--- src/rtl/pixel_scaler_stream_if.sv ---
`timescale 1ns/1ps
// -----------------------------------------------------------------------------
// pixel_scaler_stream_if
// Bundles the coordinate stream, the source-buffer read bus and the scaled
// pixel output of pixel_scaler_stream.
//   display_x/y, display_valid : raster coordinate stream into the scaler
//   buf_rd_en/x/y              : buffer read strobe and source address
//   buf_rd_data                : buffer data, returned BUF_LAT cycles later
//   scaled_pixel/valid         : scaled output pixel
// Modports: master = stream source / buffer owner, slave = the scaler.
// -----------------------------------------------------------------------------
interface pixel_scaler_stream_if #(
    parameter int IMG_W = 28,
    parameter int IMG_H = 28,
    parameter int PIX_W = 1
);
    localparam int XW = $clog2(IMG_W);
    localparam int YW = $clog2(IMG_H);

    logic [10:0]      display_x;
    logic [10:0]      display_y;
    logic             display_valid;
    logic             buf_rd_en;
    logic [XW-1:0]    buf_rd_x;
    logic [YW-1:0]    buf_rd_y;
    logic [PIX_W-1:0] buf_rd_data;
    logic [PIX_W-1:0] scaled_pixel;
    logic             scaled_valid;

    modport master (
        output display_x, display_y, display_valid, buf_rd_data,
        input  buf_rd_en, buf_rd_x, buf_rd_y, scaled_pixel, scaled_valid
    );

    modport slave (
        input  display_x, display_y, display_valid, buf_rd_data,
        output buf_rd_en, buf_rd_x, buf_rd_y, scaled_pixel, scaled_valid
    );
endinterface

--- src/rtl/pixel_scaler_stream.sv ---
`timescale 1ns/1ps
// -----------------------------------------------------------------------------
// pixel_scaler_stream
// Nearest-neighbour integer upscaler for the right-half display pane. A
// raster-ordered coordinate stream is mapped onto an IMG_W x IMG_H source
// buffer magnified by SCALE and placed at (X_OFFSET, Y_OFFSET). Source
// indices come from phase/index counters, so no divider is needed.
// Ports:
//   clk, rst          : clock, asynchronous active-high reset
//   bus (slave)       : coordinate stream, buffer read bus, scaled output
//   border_en         : draw a BORDER_W frame around the image
//   grid_en           : draw cell-boundary grid lines
//   pix_invert        : invert image pixels
//   err_clr           : clear the sticky order_err flag
//   order_err         : sticky raster-order violation
// Output latency is BUF_LAT+1 cycles from the coordinate sampling edge.
// -----------------------------------------------------------------------------
module pixel_scaler_stream #(
    parameter int SCALE    = 10,
    parameter int IMG_W    = 28,
    parameter int IMG_H    = 28,
    parameter int PIX_W    = 1,
    parameter int X_OFFSET = 116,
    parameter int Y_OFFSET = 244,
    parameter int BUF_LAT  = 1,
    parameter int BORDER_W = 2,
    parameter logic [PIX_W-1:0] BORDER_COLOR = '1,
    parameter logic [PIX_W-1:0] GRID_COLOR   = '1
) (
    input  logic                 clk,
    input  logic                 rst,
    pixel_scaler_stream_if.slave bus,
    input  logic                 border_en,
    input  logic                 grid_en,
    input  logic                 pix_invert,
    input  logic                 err_clr,
    output logic                 order_err
);
    localparam int XW    = $clog2(IMG_W);
    localparam int YW    = $clog2(IMG_H);
    localparam int PW    = $clog2(SCALE);
    localparam int X_END = X_OFFSET + SCALE * IMG_W;
    localparam int Y_END = Y_OFFSET + SCALE * IMG_H;

    logic [XW-1:0] src_x, src_x_n;
    logic [YW-1:0] src_y, src_y_n;
    logic [PW-1:0] phase_x, phase_x_n;
    logic [PW-1:0] phase_y, phase_y_n;
    logic [10:0]   prev_x, prev_y;
    // Set by the first frame start after reset; until then image pixels are
    // not fetched, so a mid-frame reset yields dark output, never misaligned.
    logic          synced;

    int   dx, dy;
    logic in_img_rect, in_brd_rect, frame_start, line_start;
    logic act, brd_hit, on_grid, err_hit;

    // Side-band flags, stage k is k+1 cycles after the sampling edge
    logic [BUF_LAT:0] img_p, brd_p, grid_p, inv_p;

    function automatic logic [PIX_W:0] select_pixel(
        input logic brd, input logic img, input logic grid, input logic inv,
        input logic [PIX_W-1:0] data
    );
        if (brd)
            return {1'b1, BORDER_COLOR};
        else if (grid)
            return {1'b1, GRID_COLOR};
        else if (img)
            return {1'b1, data ^ {PIX_W{inv}}};
        else
            return '0;
    endfunction

    always_comb begin
        dx = {21'd0, bus.display_x};
        dy = {21'd0, bus.display_y};
        in_img_rect = (dx >= X_OFFSET) && (dx < X_END) && (dy >= Y_OFFSET) && (dy < Y_END);
        in_brd_rect = (dx >= X_OFFSET - BORDER_W) && (dx < X_END + BORDER_W) &&
                      (dy >= Y_OFFSET - BORDER_W) && (dy < Y_END + BORDER_W) && !in_img_rect;
        frame_start = (dx == X_OFFSET) && (dy == Y_OFFSET);
        line_start  = (dx == X_OFFSET) && (dy != Y_OFFSET);
        act         = bus.display_valid && in_img_rect && (synced || frame_start);
        brd_hit     = bus.display_valid && border_en && in_brd_rect;

        src_x_n   = src_x;
        src_y_n   = src_y;
        phase_x_n = phase_x;
        phase_y_n = phase_y;
        if (act) begin
            if (frame_start) begin
                src_x_n   = '0;
                src_y_n   = '0;
                phase_x_n = '0;
                phase_y_n = '0;
            end else if (line_start) begin
                src_x_n   = '0;
                phase_x_n = '0;
                if (phase_y == PW'(SCALE - 1)) begin
                    phase_y_n = '0;
                    src_y_n   = src_y + 1'b1;
                end else begin
                    phase_y_n = phase_y + 1'b1;
                end
            end else begin
                if (phase_x == PW'(SCALE - 1)) begin
                    phase_x_n = '0;
                    src_x_n   = src_x + 1'b1;
                end else begin
                    phase_x_n = phase_x + 1'b1;
                end
            end
        end

        on_grid = (phase_x_n == '0) || (phase_y_n == '0);
        err_hit = act && (dx != X_OFFSET) &&
                  ((bus.display_x != prev_x + 11'd1) || (bus.display_y != prev_y));
    end

    always_ff @(posedge clk or posedge rst) begin
        if (rst) begin
            synced           <= 1'b0;
            src_x            <= '0;
            src_y            <= '0;
            phase_x          <= '0;
            phase_y          <= '0;
            prev_x           <= '0;
            prev_y           <= '0;
            order_err        <= 1'b0;
            bus.buf_rd_en    <= 1'b0;
            bus.buf_rd_x     <= '0;
            bus.buf_rd_y     <= '0;
            img_p            <= '0;
            brd_p            <= '0;
            grid_p           <= '0;
            inv_p            <= '0;
            bus.scaled_valid <= 1'b0;
            bus.scaled_pixel <= '0;
        end else begin
            // Stage p0: counters, read address, order check
            if (act && frame_start)
                synced <= 1'b1;
            src_x   <= src_x_n;
            src_y   <= src_y_n;
            phase_x <= phase_x_n;
            phase_y <= phase_y_n;
            if (act) begin
                prev_x       <= bus.display_x;
                prev_y       <= bus.display_y;
                bus.buf_rd_x <= src_x_n;
                bus.buf_rd_y <= src_y_n;
            end
            bus.buf_rd_en <= act;
            // A new violation wins over a simultaneous clear
            if (err_hit)
                order_err <= 1'b1;
            else if (err_clr)
                order_err <= 1'b0;

            // Stages p1..pBUF_LAT: side-band flags track the buffer latency
            img_p[0]  <= act;
            brd_p[0]  <= brd_hit;
            grid_p[0] <= act && grid_en && on_grid;
            inv_p[0]  <= pix_invert;
            for (int k = 1; k <= BUF_LAT; k++) begin
                img_p[k]  <= img_p[k-1];
                brd_p[k]  <= brd_p[k-1];
                grid_p[k] <= grid_p[k-1];
                inv_p[k]  <= inv_p[k-1];
            end

            // Output stage: border > grid > image > blank
            {bus.scaled_valid, bus.scaled_pixel} <= select_pixel(
                brd_p[BUF_LAT], img_p[BUF_LAT], grid_p[BUF_LAT], inv_p[BUF_LAT],
                bus.buf_rd_data);
        end
    end
endmodule

--- src/flat_wrapper.sv ---
// flat-port wrapper written by rule: the top's interface ports become plain ports
module pixel_scaler_stream_flat 
#(
    parameter int SCALE    = 10,
    parameter int IMG_W    = 28,
    parameter int IMG_H    = 28,
    parameter int PIX_W    = 1,
    parameter int X_OFFSET = 116,
    parameter int Y_OFFSET = 244,
    parameter int BUF_LAT  = 1,
    parameter int BORDER_W = 2,
    parameter logic [PIX_W-1:0] BORDER_COLOR = '1,
    parameter logic [PIX_W-1:0] GRID_COLOR   = '1
)
  (clk, rst, border_en, grid_en, pix_invert, err_clr, order_err, bus_display_x, bus_display_y, bus_display_valid, bus_buf_rd_data, bus_buf_rd_en, bus_buf_rd_x, bus_buf_rd_y, bus_scaled_pixel, bus_scaled_valid);
  pixel_scaler_stream_if #(.IMG_W(IMG_W), .IMG_H(IMG_H), .PIX_W(PIX_W)) bus_i ();
  input  logic clk;
  input  logic rst;
  input  logic border_en;
  input  logic grid_en;
  input  logic pix_invert;
  input  logic err_clr;
  output logic order_err;
  input wire logic [$bits(bus_i.display_x)-1:0] bus_display_x;
  input wire logic [$bits(bus_i.display_y)-1:0] bus_display_y;
  input wire logic [$bits(bus_i.display_valid)-1:0] bus_display_valid;
  input wire logic [$bits(bus_i.buf_rd_data)-1:0] bus_buf_rd_data;
  output wire logic [$bits(bus_i.buf_rd_en)-1:0] bus_buf_rd_en;
  output wire logic [$bits(bus_i.buf_rd_x)-1:0] bus_buf_rd_x;
  output wire logic [$bits(bus_i.buf_rd_y)-1:0] bus_buf_rd_y;
  output wire logic [$bits(bus_i.scaled_pixel)-1:0] bus_scaled_pixel;
  output wire logic [$bits(bus_i.scaled_valid)-1:0] bus_scaled_valid;
  assign bus_i.display_x = bus_display_x;
  assign bus_i.display_y = bus_display_y;
  assign bus_i.display_valid = bus_display_valid;
  assign bus_i.buf_rd_data = bus_buf_rd_data;
  assign bus_buf_rd_en = bus_i.buf_rd_en;
  assign bus_buf_rd_x = bus_i.buf_rd_x;
  assign bus_buf_rd_y = bus_i.buf_rd_y;
  assign bus_scaled_pixel = bus_i.scaled_pixel;
  assign bus_scaled_valid = bus_i.scaled_valid;
  pixel_scaler_stream #(.SCALE(SCALE), .IMG_W(IMG_W), .IMG_H(IMG_H), .PIX_W(PIX_W), .X_OFFSET(X_OFFSET), .Y_OFFSET(Y_OFFSET), .BUF_LAT(BUF_LAT), .BORDER_W(BORDER_W), .BORDER_COLOR(BORDER_COLOR), .GRID_COLOR(GRID_COLOR)) u_core (.clk(clk), .rst(rst), .bus(bus_i), .border_en(border_en), .grid_en(grid_en), .pix_invert(pix_invert), .err_clr(err_clr), .order_err(order_err));
endmodule
--- config.mk ---
export PLATFORM = sky130hd
export DESIGN_NAME = pixel_scaler_stream_flat
export DESIGN_NICKNAME = d
export VERILOG_FILES = /design/src/rtl/pixel_scaler_stream_if.sv /design/src/rtl/pixel_scaler_stream.sv /design/src/flat_wrapper.sv
export SDC_FILE = /design/constraint.sdc
export NUM_CORES = 1
export LEC_CHECK = 0
export BUFFER_PORTS_ARGS = -buffer_cell sky130_fd_sc_hd__buf_2
export CORE_MARGIN = 2
export CORE_UTILIZATION = 41
export CTS_BUF_LIST = sky130_fd_sc_hd__clkbuf_8 sky130_fd_sc_hd__clkbuf_16
export CTS_CLUSTER_DIAMETER = 120
export CTS_CLUSTER_SIZE = 30
export DETAILED_ROUTE_END_ITERATION = 16
export HOLD_SLACK_MARGIN = 0.05
export SYNTH_ARGS = -nofsm -noshare
export SYNTH_HDL_FRONTEND = slang
export SYNTH_SLANG_ARGS = --single-unit
export TNS_END_PERCENT = 1
--- constraint.sdc ---
create_clock -name clk -period 4.1 [get_ports clk]
set_clock_uncertainty 0.15 [all_clocks]
set_input_delay 0 -clock clk [delete_from_list [all_inputs] [get_ports clk]]
set_output_delay 0 -clock clk [all_outputs]
set_load 0.03 [all_outputs]
# Yosys cells after proc, flatten, opt, wreduce, memory -nomap -nowiden
# Cells that the tools add are included.
[word_totals]
regBits = 63
mem_count = 0
in_bits = 30
output_inout_bits = 14
romBits = 0
latch_bits = 0
mem_bits_rw = 0
elab_cells = 85
[classes]
n_eq_ne = 8
muxes = 21
n_bitwise = 1
multipliers = 0
n_div = 0
addsub = 5
n_shift = 0
n_reduce_logical = 25
magnitude_cmp = 8
[ops]
columns = ["cell", "count"]
rows = [
  ["2-to-1 mux 5 bit", 8],
  ["2-to-1 mux 4 bit", 8],
  [">= comparator 11 x 7 -> 1 bit (second input constant)", 2],
  [">= comparator 11 x 8 -> 1 bit (second input constant)", 2],
  ["< comparator 11 x 10 -> 1 bit (second input constant)", 2],
  ["< comparator 11 x 9 -> 1 bit (second input constant)", 2],
  ["!= test 11 bit", 2],
  ["logical AND 1 bit", 18],
  ["adder 11 x 1 -> 11 bit (second input constant)", 1],
  ["equality test 11 x 8 -> 1 bit (second input constant)", 1],
  ["equality test 11 x 9 -> 1 bit (second input constant)", 1],
  ["!= test 11 x 8 -> 1 bit (second input constant)", 1],
  ["!= test 11 x 9 -> 1 bit (second input constant)", 1],
  ["adder 5 x 1 -> 5 bit (second input constant)", 2],
  ["adder 4 x 1 -> 4 bit (second input constant)", 2],
  ["equality test 4 bit (second input constant)", 2],
  ["logical NOT 4 bit", 2],
  ["2-to-1 mux 2 bit", 3],
  ["logical OR 1 bit", 3],
  ["2-to-1 mux 1 bit", 2],
  ["nonzero test 2 bit", 1],
  ["logical NOT 1 bit", 1],
  ["bitwise XOR 1 bit", 1],
]

# Depth between registers and ports, before layout
[logic_depth]
word_depth = 10
ltp_mapped = 11
ltp_nobuf = 9

# Worst setup path before layout
# OpenSTA, ideal clock, no wires.
[synth_path]
path_type = "input to register"
start = "input port bus_display_y[4]"
end = "register u_core.grid_p[0]"
stages = 7
setup_slack_ps = 1940
n_path_buf = 0
t_arrival_ps = 1889
required_ps = 3830
cell_sequence = "or4_4 > nor3_2 > o2111ai_2 > or3_4 > o41ai_2 > nor4b_1 > o211a_1"
[synth_between]
elab_chain_cells = 9
word_cells_on_any_way = 22
[synth_rtl]
columns = ["element", "line_no", "text"]
rows = [
  ["start, declared", "flat_wrapper.sv:25", "input wire logic [$bits(bus_i.display_y)-1:0] bus_display_y;"],
  [">= comparator 11 x 8 -> 1 bit", "pixel_scaler_stream.sv:78", "in_img_rect = (dx >= X_OFFSET) && (dx < X_END) && (dy >= Y_OFFSET) && (dy < Y_END);"],
  ["logical AND 1 bit (2 in series)", "pixel_scaler_stream.sv:78", ""],
  ["logical AND 1 bit (2 in series)", "pixel_scaler_stream.sv:83", "act = bus.display_valid && in_img_rect && (synced || frame_start);"],
  ["2-to-1 mux 4 bit (*)", "pixel_scaler_stream.sv:90", "if (act) begin"],
  ["named net u_core.phase_y_n[2]", "pixel_scaler_stream.sv:48", "logic [PW-1:0] phase_y, phase_y_n;"],
  ["logical NOT 4 bit (*)", "pixel_scaler_stream.sv:115", "on_grid = (phase_x_n == '0) || (phase_y_n == '0);"],
  ["logical OR 1 bit (*)", "pixel_scaler_stream.sv:115", ""],
  ["logical AND 1 bit (*)", "pixel_scaler_stream.sv:163", "grid_p[0] <= act && grid_en && on_grid;"],
  ["end signal, assigned", "pixel_scaler_stream.sv:163", ""],
  ["end signal, assigned by index", "pixel_scaler_stream.sv:168", "grid_p[k] <= grid_p[k-1];"],
  ["end, declared", "pixel_scaler_stream.sv:59", "logic [BUF_LAT:0] img_p, brd_p, grid_p, inv_p;"],
]
# Mark *: on every way through the listed nets, which the timed path passes. The rest lies on a longest branch.
# A chain may end at the register's enable or synchronous reset.

# Worst setup path after layout
[layout_path]
start = "input port bus_display_x[3]"
end = "register u_core.grid_p[0]"
[layout_between]
elab_chain_cells = 10
word_cells_on_any_way = 22
[layout_rtl]
columns = ["element", "line_no", "text"]
rows = [
  ["start, declared", "flat_wrapper.sv:24", "input wire logic [$bits(bus_i.display_x)-1:0] bus_display_x;"],
  [">= comparator 11 x 7 -> 1 bit or < comparator 11 x 9 -> 1 bit (tied branches)", "pixel_scaler_stream.sv:78", ""],
  ["logical AND 1 bit (3 in series)", "pixel_scaler_stream.sv:78", ""],
  ["logical AND 1 bit (2 in series)", "pixel_scaler_stream.sv:83", ""],
  ["2-to-1 mux 4 bit", "pixel_scaler_stream.sv:90", ""],
  ["logical NOT 4 bit", "pixel_scaler_stream.sv:115", ""],
  ["logical OR 1 bit", "pixel_scaler_stream.sv:115", ""],
  ["logical AND 1 bit (*)", "pixel_scaler_stream.sv:163", ""],
]
# Every way passes the cells marked *; elsewhere a longest branch is shown, timed or not.

==> impl_metrics.csv <==
group,metric,value,unit
sta,worstMarginPinSlew,0.781,ns
sta,relSlewSlack,0.479,
synth,synth_warnings,0,
placement,io_buffers,43,
clock_tree,ctsHoldBuffers,30,
power_and_ir_drop,p_int,0.968,mW
setup_path,reg2reg_from,"u_core.prev_x[0]",
sta,tns,0,ns
synth,yosysSeqAreaShare,0.456,
power_and_ir_drop,powerDensity,298,nW/um^2
synth,yosysTopAreaCell,"dfrtp_1",
clock_tree,cts_buffers,9,
setup_path,ff2ff_setup_slack,1.10,ns
floorplan,die_w,95.1,um
sta,setup_violations,0,
sta,min_period_over_period,0.779,
synth,synthTopCellsByArea,"dfrtp_1, nand2_1, xor2_1",
setup_path,rr_worst_depth,9,
final_layout,syn_to_final_growth,23.8,%
sta,setup_ws,0.904,ns
synth,synth_cell_type_count,57,
setup_path,slowest_stage,"nor2_1",
placement,dp_hpwl,5.52,mm
floorplan,core_area,8130,sq um
floorplan,io_pins,44,
setup_path,rr_endpoint,"u_core.order_err",
floorplan,die_h,95.1,um
drt,vias_per_cell,5.32,
drt,wl_per_cell,15.3,um
clock_tree,cts_setup_buffers,0,
global_routing,grt-ovfl-total,0,
sta,finalCriticalPeriod,3.20,ns
clock_tree,cts_sinks,62,
clock_tree,cts_htree_levels,3,
synth,synthFlopType,"dfrtp_1",
power_and_ir_drop,switching_power,0.288,mW
final_layout,fin_area,4210,sq um
power_and_ir_drop,p_seq_frac,0.488,
floorplan,start_util,0.418,
sta,slew_violations,0,
drt,dr.pass1.iters,4,
power_and_ir_drop,pwr-share-comb,0.072,
synth,synth_seq_cells,62,
global_routing,grt_pass1_wl,13.7,mm
drt,wl,8.38,mm
sta,rsz0062_at_grt,"false",
setup_path,max_stage_delay,0.63,ns
clock_tree,cts_buffer_depth,2,
synth,synth_top_area_frac,0.456,
setup_path,required,4.23,ns
placement,dpl_cell_area,3700,sq um
clock_tree,cts_root_buf,"clkbuf_8",
global_routing,antenna_found_initial,0,
final_layout,antenna_cells,0,
drt,vias,2903,
placement,gp_congestion,0.856,
placement,dp_slack,1.08,ns
final_layout,fin_util,0.518,
synth,synth.avg_cell_area,9.29,sq um
final_layout,final_cells,546,
setup_path,cp-end-kind,"flop",
setup_path,cp.arrival,3.33,ns
synth,synth_cells,366,
power_and_ir_drop,p_sw_frac,0.229,
clock_tree,insertion_delay,0.34,ns
sta,hold_viol,0,
floorplan,die_area,9040,sq um
synth,synthArstFlopShare,1.00,
synth,netlist_area,3400,sq um
drt,postRouteAntennaNets,0,
final_layout,fin_nets,472,
clock_tree,cts_tree,"done",
synth,syn_nets,401,
power_and_ir_drop,leakage,2.00,nW
synth,synth_edf_count,0,
drt,dr.first_iter.drc_count,119,
job,drv_cap,0,
worst_hold_path,hp-class,"input port to flop",
clock_tree,cts_resized,0,
worst_hold_path,whs_path_depth,5,
setup_path,critPathLaunchType,"input port",
outcome,status,"finished clean",
power_and_ir_drop,ir_drop,116,uV
sta,fmax,313,MHz
drt,drc,0,
setup_path,crit_fanout,33,
global_routing,grt_pass1_vias,2876,
global_routing,groute.usage.overall,0.198,
worst_hold_path,hold_end,"u_core.phase_y[0]",
placement,numPlacedInstances,501,
setup_path,criticalPathCategory,"input port to flop",
floorplan,rows,33,
worst_hold_path,hp-start,"bus_display_x[10]",
power_and_ir_drop,pwr-share-clk,0.440,
final_layout,drive_gt1_frac,0.175,
setup_path,path_cells,"dlygate4sd3_1 -> buf_2 -> nor4b_1 -> nand3_1 -> nor2_1 -> o21ai_4 -> inv_2 -> o211ai_1 -> a21oi_1 -> o211a_1",
clock_tree,path_clk_slew,0.07,ns
global_routing,grt_max_degree,63,
-- sequential cells by signal, summed over array words and instances (netlist names), 4 cells and up --
signal	count
u_core.src_x	5
u_core.bus.buf_rd_x	5
u_core.phase_y	4
u_core.prev_x	11
u_core.phase_x	4
u_core.src_y	5
u_core.bus.buf_rd_y	5
u_core.prev_y	11
-- critical path, delay by kind of cell --
family / cells / cell delay, ns
AO/OA/AOI/OAI: 4 / 0.64
buffers and inverters: 3 / 1.17
AND/OR/NAND/NOR: 3 / 1.51
-- synthesized netlist by cell type, drive strengths merged, types with 5 or more instances --
cell / instances
dfrtp: 62
nand4: 10
xor2: 19
nor2b: 7
clkbuf: 8
o21ai: 22
nand2: 80
and3: 5
nor4: 8
ha: 5
nand3: 13
nor2: 14
o31ai: 11
a21o: 6
buf: 7
or3: 7
a21oi: 6
xnor2: 16
nor3: 8
-- worst max path at each step --
stage | from | to | slack (ns) | cells after the start
3_5_place_dp | bus_display_x[1] | u_core.grid_p[0] | 1.08 | 9
2_1_floorplan | bus_display_y[4] | u_core.grid_p[0] | 1.94 | 7
6_report | bus_display_x[3] | u_core.grid_p[0] | 0.90 | 10
3_3_place_gp | bus_display_x[1] | u_core.grid_p[0] | 1.21 | 9
5_1_grt | bus_display_x[1] | u_core.grid_p[0] | 0.62 | 10
4_1_cts | bus_display_x[3] | u_core.grid_p[0] | 0.87 | 10
-- power groups by stage --
stage	logic [mW]	clock network [mW]	registers [mW]
floorplan	0.0350	0	0.625
global placement	0.0686	0	0.625
detailed placement	0.0697	0	0.625
CTS	0.0905	0.576	0.613
global route	0.0993	0.602	0.613
finish	0.0903	0.553	0.613
-- kinds of logic (layout without fill, tap and decap cells) --
group,after synthesis,after routing,share of synthesized area
buffers and inverters,19,94,0.0236
multiplexers,4,4,0.0121
AND/OR/NAND/NOR,169,169,0.247
AO/OA/AOI/OAI,72,72,0.152
adder cells (fa/ha/maj),5,5,0.0184
flip-flops,62,62,0.456
XOR/XNOR,35,35,0.0902
-- final cells by class --
| class | instances | area, sq um |
|---|---|---|
| Clock buffer | 11 | 151 |
| Clock inverter | 4 | 55.1 |
| Fill cell | 774 | 3920 |
| Inverter | 4 | 15.0 |
| Multi-Input combinational cell | 285 | 1780 |
| Sequential cell | 62 | 1550 |
| Tap cell | 105 | 131 |
| Timing Repair Buffer | 75 | 531 |
-- per-stage QoR --
step / hold WS, ns / power [mW]
finish: 0.118 / 1.26
global route: 0.138 / 1.31
CTS: 0.0951 / 1.28
detailed placement: -0.0298 / 0.694
global placement: -0.0367 / 0.693
floorplan: -0.119 / 0.660
-- placed cells by master, fill, tap and decap left out, drive strengths merged, types with 4 or more instances in the layout --
cell          n
dlygate4sd3  30
nand2b        4
xor2         19
xnor2        16
nor2b         7
a21o          6
a21oi         6
clkbuf       11
nand3        13
nor4          8
inv           5
and3          5
nor2         14
o31ai        11
o41ai         4
nand4        10
o21ai        22
dfrtp        62
buf          45
or3           7
nand2        80
ha            5
nor3          8
nor4b         4
and2          4
-- layer usage --
metal / wire length [um] / up-vias / GRT usage
met5: 0 / - / 0
met4: 111 / 0 / 0.0543
met3: 314 / 15 / 0.0530
met2: 4160 / 50 / 0.348
met1: 3790 / 1391 / 0.240
li1: - / 1447 / -
(Power assumes the default switching activity.)
